## src/rtl/tinychip_pkg.sv

```systemverilog
// Shared TinyChip definitions: fetch FSM states and default fetch-stage geometry.
package tinychip_pkg;

  localparam int PC_W_DEF       = 10;
  localparam int INSTR_W_DEF    = 9;
  localparam int START_ADDR_DEF = 0;

  typedef enum logic [1:0] {
    IDLE = 2'd0,
    RUN  = 2'd1,
    DONE = 2'd2,
    ERR  = 2'd3
  } fetch_state_e;

endpackage

```

## src/rtl/instr_fetch.sv

```systemverilog
// TinyChip fetch stage: owns the PC, reads the combinational ROM and offers instructions on valid/ready.
// Optional macro FETCH_BOUNDS_EN traps fetches at or beyond PROG_LEN into a sticky error state.
module instr_fetch
  import tinychip_pkg::*;
#(
  parameter int PC_W       = PC_W_DEF,
  parameter int INSTR_W    = INSTR_W_DEF,
  parameter int START_ADDR = START_ADDR_DEF,
  parameter int PROG_LEN   = 1024,
  parameter int CNT_W      = 16
) (
  input  logic               clk,
  input  logic               reset,
  input  logic               start,
  output logic [PC_W-1:0]    imem_addr,
  input  logic [INSTR_W-1:0] imem_data,
  output logic [INSTR_W-1:0] instr,
  output logic [PC_W-1:0]    instr_pc,
  output logic               instr_valid,
  input  logic               instr_ready,
  input  logic               branch_taken,
  input  logic [PC_W-1:0]    branch_target,
  input  logic               halt,
  output logic               done,
  output logic               error,
  output logic [CNT_W-1:0]   retired_cnt
);

  fetch_state_e r_state, w_state_next;

  logic [INSTR_W-1:0] r_instr;
  logic [PC_W-1:0]    r_instr_pc;
  logic               r_valid;
  logic               r_done;
  logic [CNT_W-1:0]   r_cnt;

  logic            w_start;
  logic            w_accept;
  logic            w_bad;
  logic [PC_W-1:0] w_pc_next;

  assign w_start  = start && ((r_state == IDLE) || (r_state == DONE));
  assign w_accept = (r_state == RUN) && r_valid && instr_ready;

  always_comb begin
    w_pc_next = r_instr_pc;
    if (w_start)
      w_pc_next = PC_W'(START_ADDR);
    else if (w_accept)
      w_pc_next = branch_taken ? branch_target : r_instr_pc + 1'b1;
  end

`ifdef FETCH_BOUNDS_EN
  logic r_error;

  // Halt retires the program cleanly, so it masks a bad follow-on address.
  assign w_bad = w_accept && !halt && (32'(w_pc_next) >= 32'(PROG_LEN));
  assign error = r_error;

  always_ff @(posedge clk or posedge reset) begin
    if (reset)
      r_error <= 1'b0;
    else if (w_bad)
      r_error <= 1'b1;
  end
`else
  logic w_unused_prog_len;

  assign w_unused_prog_len = (PROG_LEN > 0);
  assign w_bad = 1'b0;
  assign error = 1'b0;
`endif

  always_ff @(posedge clk or posedge reset) begin
    if (reset)
      r_state <= IDLE;
    else
      r_state <= w_state_next;
  end

  always_comb begin
    w_state_next = r_state;
    case (r_state)
      IDLE:    if (w_start) w_state_next = RUN;
      RUN: begin
        if (w_accept && halt)
          w_state_next = DONE;
        else if (w_bad)
          w_state_next = ERR;
      end
      DONE:    if (w_start) w_state_next = RUN;
      default: w_state_next = r_state;
    endcase
  end

  always_ff @(posedge clk or posedge reset) begin
    if (reset) begin
      r_instr    <= '0;
      r_instr_pc <= '0;
      r_valid    <= 1'b0;
      r_done     <= 1'b0;
      r_cnt      <= '0;
    end else if (w_start) begin
      // The ROM read of START_ADDR happens on the next edge, giving one cycle of latency.
      r_instr_pc <= PC_W'(START_ADDR);
      r_valid    <= 1'b0;
      r_done     <= 1'b0;
      r_cnt      <= '0;
    end else if (r_state == RUN) begin
      if (w_accept && (r_cnt != {CNT_W{1'b1}}))
        r_cnt <= r_cnt + 1'b1;
      if (w_accept && halt) begin
        r_valid <= 1'b0;
        r_done  <= 1'b1;
      end else if (w_bad) begin
        r_valid <= 1'b0;
        r_done  <= 1'b1;
      end else begin
        r_instr    <= imem_data;
        r_instr_pc <= w_pc_next;
        r_valid    <= 1'b1;
      end
    end
  end

  assign imem_addr   = w_pc_next;
  assign instr       = r_instr;
  assign instr_pc    = r_instr_pc;
  assign instr_valid = r_valid;
  assign done        = r_done;
  assign retired_cnt = r_cnt;

endmodule

```

## config.mk

```make
export PLATFORM = sky130hd
export DESIGN_NAME = instr_fetch
export DESIGN_NICKNAME = d
export VERILOG_FILES = /design/src/rtl/tinychip_pkg.sv /design/src/rtl/instr_fetch.sv
export SDC_FILE = /design/constraint.sdc
export NUM_CORES = 1
export LEC_CHECK = 0
export CORE_MARGIN = 8
export CORE_UTILIZATION = 46
export DETAILED_ROUTE_END_ITERATION = 8
export PLACE_DENSITY_LB_ADDON = 0.3
export SYNTH_ARGS = -nofsm -noshare
export SYNTH_HDL_FRONTEND = slang
export SYNTH_SLANG_ARGS = --single-unit
```

## constraint.sdc

```tcl
create_clock -name clk -period 1.95 [get_ports clk]
set_input_delay 0.2925 -clock clk [delete_from_list [all_inputs] [get_ports clk]]
set_output_delay 0.2925 -clock clk [all_outputs]
set_load 0.005 [all_outputs]
```

Yosys cells after proc, flatten, opt, wreduce, memory -nomap -nowiden
Index checks and enable logic that the tools add are counted.
{ "word_totals": {"output_inout_bits": 48, "register_bits": 39, "in_bits": 25, "elab_cells": 51} }
{ "classes": {"n_bitwise": 2, "add_sub_neg": 2, "n_eq_ne": 6, "mux": 18, "reduce_logical": 17} }
{ "op_table": {"columns": ["operator", "n"], "rows": [
  ["two-way mux 10 bit", 6],
  ["two-way mux 16 bit", 3],
  ["adder 16 x 1 -> 16 bit, second input constant", 1],
  ["inequality test 16 bit, second input constant", 1],
  ["adder 10 x 1 -> 10 bit, second input constant", 1],
  ["nonzero test 2 bit", 4],
  ["two-way mux 1 bit", 6],
  ["AND reduction 2 bit", 3],
  ["AND reduction 3 bit", 2],
  ["logical AND 1 bit", 5],
  ["two-way mux 2 bit", 2],
  ["inequality test 2 bit, second input constant", 2],
  ["one-hot mux 2 bit (2 select lines)", 1],
  ["== test 2 x 1 -> 1 bit, second input constant", 1],
  ["== test 2 bit, second input constant", 1],
  ["zero test 2 bit", 1],
  ["inequality test 2 x 1 -> 1 bit, second input constant", 1],
  ["NOT 1 bit", 2],
  ["OR reduction 2 bit", 1],
  ["logical OR 1 bit", 1]
]} }

Depth between registers and ports, before layout
{ "logic_depth": {"depth_word": 8, "ltp_mapped": 6, "ltp_nobuf": 5} }

Worst setup path after synthesis
Ideal clock, no wire load.
{ "synth_timing": {"path_type": "register to register", "from": "register r_cnt[0], in the netlist retired_cnt[0]", "to": "register r_cnt[12], in the netlist retired_cnt[12]", "stages_incl_launch_ff": 6, "slack_ns": 0.208, "setup_ns": 0.077, "synth_period_minus_slack_ns": 1.742, "n_path_buf": 0, "t_arrival_ns": 1.664, "required_time_ns": 1.873, "path_cell_list": "dfrtp_1 > ha_1 > nand3_2 > or3_4 > or4_1 > a21oi_1"} }
{ "synth_between": {"elab_chain_cells": 4, "elab_cells_between_ends": 8, "classes_between": "add/sub (1); eq/ne (1); mux (3); reduce/logical (3)"} }
{ "synth_rtl": {"columns": ["element", "line_no", "text"], "rows": [
  ["start: declaration", "instr_fetch.sv:35", "logic [CNT_W-1:0] r_cnt;"],
  ["start signal: assignment", "instr_fetch.sv:111", "r_cnt <= r_cnt + 1'b1;"],
  ["adder 16 x 1 -> 16 bit or inequality test 16 bit (tied branches)", "instr_fetch.sv:111, instr_fetch.sv:110", null],
  ["two-way mux 16 bit or logical AND 1 bit (tied branches)", "instr_fetch.sv:110", "if (w_accept && (r_cnt != {CNT_W{1'b1}}))"],
  ["two-way mux 16 bit or nonzero test 2 bit (tied branches)", null, null],
  ["two-way mux 16 bit or AND reduction 2 bit (tied branches)", null, null]
]} }
Parallel ways exist; a longest one is shown, timed or not. The select of a mux whose other input is x is not followed.
A chain may end at the register's enable or synchronous reset.

Final worst setup path
{ "layout_timing": {"from": "register r_instr_pc[1], in the netlist instr_pc[1]", "to": "output imem_addr[6]"} }
{ "layout_between": {"elab_chain_cells": 4} }
{ "layout_rtl": {"columns": ["element", "line_no", "text"], "rows": [
  ["start: declaration", "instr_fetch.sv:32", "logic [PC_W-1:0] r_instr_pc;"],
  ["start signal: assignment", "instr_fetch.sv:105", "r_instr_pc <= PC_W'(START_ADDR);"],
  ["start signal: assignment", "instr_fetch.sv:120", "r_instr_pc <= w_pc_next;"],
  ["adder 10 x 1 -> 10 bit", "instr_fetch.sv:50", "w_pc_next = branch_taken ? branch_target : r_instr_pc + 1'b1;"],
  ["two-way mux 10 bit", "instr_fetch.sv:50", null],
  ["two-way mux 10 bit", "instr_fetch.sv:49", "else if (w_accept)"],
  ["two-way mux 10 bit", "instr_fetch.sv:47", "if (w_start)"],
  ["end: declaration", "instr_fetch.sv:15", "output logic [PC_W-1:0] imem_addr,"]
]} }
Every way passes these cells.

==> results.py <==
metrics = {
    "timing": {
        "fmax_mhz": 455.7,
        "slew_violations": 0,
        "layout_setup_ws_ps": -244.4,
        "rsz0062_at_grt": "yes",
        "min_period_over_period_pct": 112.5,
        "fin_skew_ps": 24.76,
        "relSlewSlack_pct": 65.39,
        "tightest_slew_ps": 519.2,
        "finalHoldViolCount": 0,
        "setup_viol": 15,
        "period_needed_ps": 2194,
    },
    "power": {
        "p_total_uw": 4556,
        "power_leakage_uw": 0.001727,
        "ir_drop_mv": 0.9690,
        "power_density_nw_per_um2": 1155,
    },
    "clocking": {
        "clkTransAtPathRegs_ps": 100,
        "clock_latency_ps": 310,
        "numCtsBuffers": 5,
        "clock-sinks": 39,
        "cts.path.max_buffers": 2,
        "cts_root_buf": "clkbuf_8",
        "postCtsHoldBufs": 0,
        "h-tree-depth": 2,
        "cts_tree": "done",
    },
    "worst_setup_path": {
        "crit_path_start_kind": "flop",
        "cpMaxStageDelayCell": "dfrtp_1",
        "path_delay_family": "flip-flops",
        "worst-r2r-cell-count": 8,
        "cp_max_fo": 4,
        "worst_ep_arrival_time_ps": 1900,
        "cp_num_buf_inv": 2,
        "rrSetupSlack_ps": -130,
        "crit_path_end_kind": "primary output",
        "worst_path_largest_cell_delay_ps": 470,
        "path_class": "reg -> out",
        "worstPathRequired_ps": 1660,
        "r2r-end": "retired_cnt[14]$_DFFE_PP0P_",
        "r2r-start": "instr_valid$_DFFE_PP0P_",
        "path_cells": "ha_2 -> nand4_1 -> buf_4 -> o21bai_4 -> a21oi_2 -> a211oi_2 -> buf_2",
    },
    "floorplanning": {
        "io_pins": 73,
        "start_util_pct": 48.00,
        "core_area_um2": 4755,
        "die_w_um": 86.44,
        "design.die.area_um2": 7471,
        "row_count": 25,
        "die-height_um": 86.44,
    },
    "logic_synthesis": {
        "ys_types": 48,
        "synth-seq-cells": 39,
        "yosys_warnings": 0,
        "syn_area_um2": 2282,
        "synth-edff-count": 0,
        "async_flop_share_pct": 100.0,
        "synth.avg_cell_area_um2": 9.431,
        "synthesis.nets": 269,
        "synthFlopType": "dfrtp_1",
        "syn_inst": 242,
        "ys_seq_area_share_pct": 42.76,
    },
    "placement": {
        "place_inst": 419,
        "place_congestion": 0.8701,
        "hpwl_um": 5193,
        "portBuffers": 71,
        "dp_slack_ps": -517.4,
    },
    "global_routing": {
        "grt_use_total_pct": 22.82,
        "antenna_found_initial": 0,
        "overflow": 0,
        "grt_max_degree": 40,
        "grt_pass1_vias": 2826,
        "grt_pass1_wl_um": 13770,
    },
    "detailed_routing": {
        "drtPass1Iterations": 8,
        "post_drt_via_cell_ratio": 6.279,
        "drt_wl_total_um": 9734,
        "wl_per_cell_um": 21.35,
        "drtAntennaViolNets": 0,
        "drc": 0,
        "drt_iter0_markers": 273,
        "num_vias": 2863,
    },
    "finish": {
        "diodes": 0,
        "nNetsFinal": 415,
        "areaGrowthSynthToFinish_pct": 72.81,
        "drive_above_1_share_pct": 40.62,
        "fin_cells": 456,
    },
    "status": {
        "violations": "negative setup slack",
        "status": "finished, violations left",
    },
    "run": {
        "cap_violations": 0,
    },
    "min_path": {
        "hold_path_class": "in -> async",
    },
}
==> what timing repair did <==
| item | CTS | global route |
|---|---|---|
| endpoints found under the hold margin | 0 | 0 |
| buffers inserted | 26 | 5 |
| pin swaps | 24 | 16 |
| endpoints found under the setup margin | 14 | 18 |
| gates resized for setup | 69 | 26 |
==> worst max path at each step <==
stage | start | to | cells past startpoint
6_report | instr_pc[1]$_DFFE_PP0P_ | imem_addr[6] | 7
5_1_grt | instr_pc[1]$_DFFE_PP0P_ | imem_addr[6] | 7
4_1_cts | instr_pc[1]$_DFFE_PP0P_ | imem_addr[8] | 6
3_5_place_dp | instr_ready | imem_addr[1] | 6
3_3_place_gp | instr_ready | imem_addr[5] | 6
2_1_floorplan | retired_cnt[0]$_DFFE_PP0P_ | retired_cnt[12]$_DFFE_PP0P_ | 5
==> where the power goes <==
group | internal (µW) | switching (µW)
combinational | 1380 | 1100
sequential | 1070 | 253
clock | 415 | 329
==> state kept, by name (all words and copies together) (netlist names) <==
register and flops:
retired_cnt 16, instr_pc 10, instr 9, r_state 2
done 1, instr_valid 1
==> worst reg2reg max path, cell delays in order, from the launching register on <==
cell and delay, ps:
dfrtp_1 370, buf_4 140, nand4b_1 200, buf_4 210, or3_4 350, buf_4 170
buf_4 140, o21ai_0 270, a21oi_1 120
==> stage by stage <==
stage,util [%],hold WS (ps),setup TNS (ps),instance area [µm²]
after detailed placement,71.97,493.0,-7480,3422
final,82.95,398.7,-1896,3944
after CTS,79.71,426.1,-443.7,3790
after floorplan,-,443.0,0,2282
after global routing,82.95,498.5,-2321,3944
after global placement,71.97,486.8,-6426,3422
==> metal layers <==
metal,vias to the layer above,track usage (%),wire (µm)
met4,0,10.80,469
met5,-,0,0
met2,229,38.26,4680
met1,1371,25.73,3531
li1,1200,-,-
met3,63,7.089,1052
==> final cells by class <==
| class | instances | area, µm² |
|---|---|---|
| inverters | 7 | 26.28 |
| well taps | 67 | 83.83 |
| fillers | 269 | 810.8 |
| clock inverters | 2 | 35.03 |
| multi-input cells | 178 | 1403 |
| clock buffers | 6 | 82.58 |
| repair buffers | 157 | 1335 |
| flip-flops and latches | 39 | 978.4 |
==> cells by family after synthesis <==
family	Yosys count	share of synthesized area, %
AND/OR/NAND/NOR	82	20.61
AO/OA/AOI/OAI	73	21.22
flip-flops	39	42.76
buffers and inverters	25	4.770
multiplexers	19	8.991
adder cells (fa/ha/maj)	2	1.096
other	1	0.1643
XOR/XNOR	1	0.3838
==> synthesized netlist by cell type, drive strengths merged, types with 6 or more instances <==
master	number	area (µm²)
o21ai	15	75.07
nand2	20	75.07
dfrtp	39	975.9
buf	9	48.79
o31ai	8	60.06
clkbuf	9	33.78
mux2	12	135.1
nor2	15	56.30
inv	7	26.28
nand2b	6	37.54
a21oi	21	105.1
nand4	7	50.05
nand3	9	50.05
mux2i	7	70.07
==> layout by cell type, fill, tap and decap left out, drive strengths merged, types with 4 or more instances in the layout <==
cell type      Yosys  routed
a211oi             5       5
o31ai              8       8
nand2             20      20
nor2              15      15
nand3              9       9
or3                4       4
inv                7       7
o41ai              4       4
mux2i              7       7
a21oi             21      21
clkdlybuf4s50      0      60
nand2b             6       6
buf                9      95
mux2              12      12
or4                5       5
dfrtp             39      39
o21ai             15      15
clkbuf             9       6
nand4              7       7
Power figures use the tool's default switching activity.
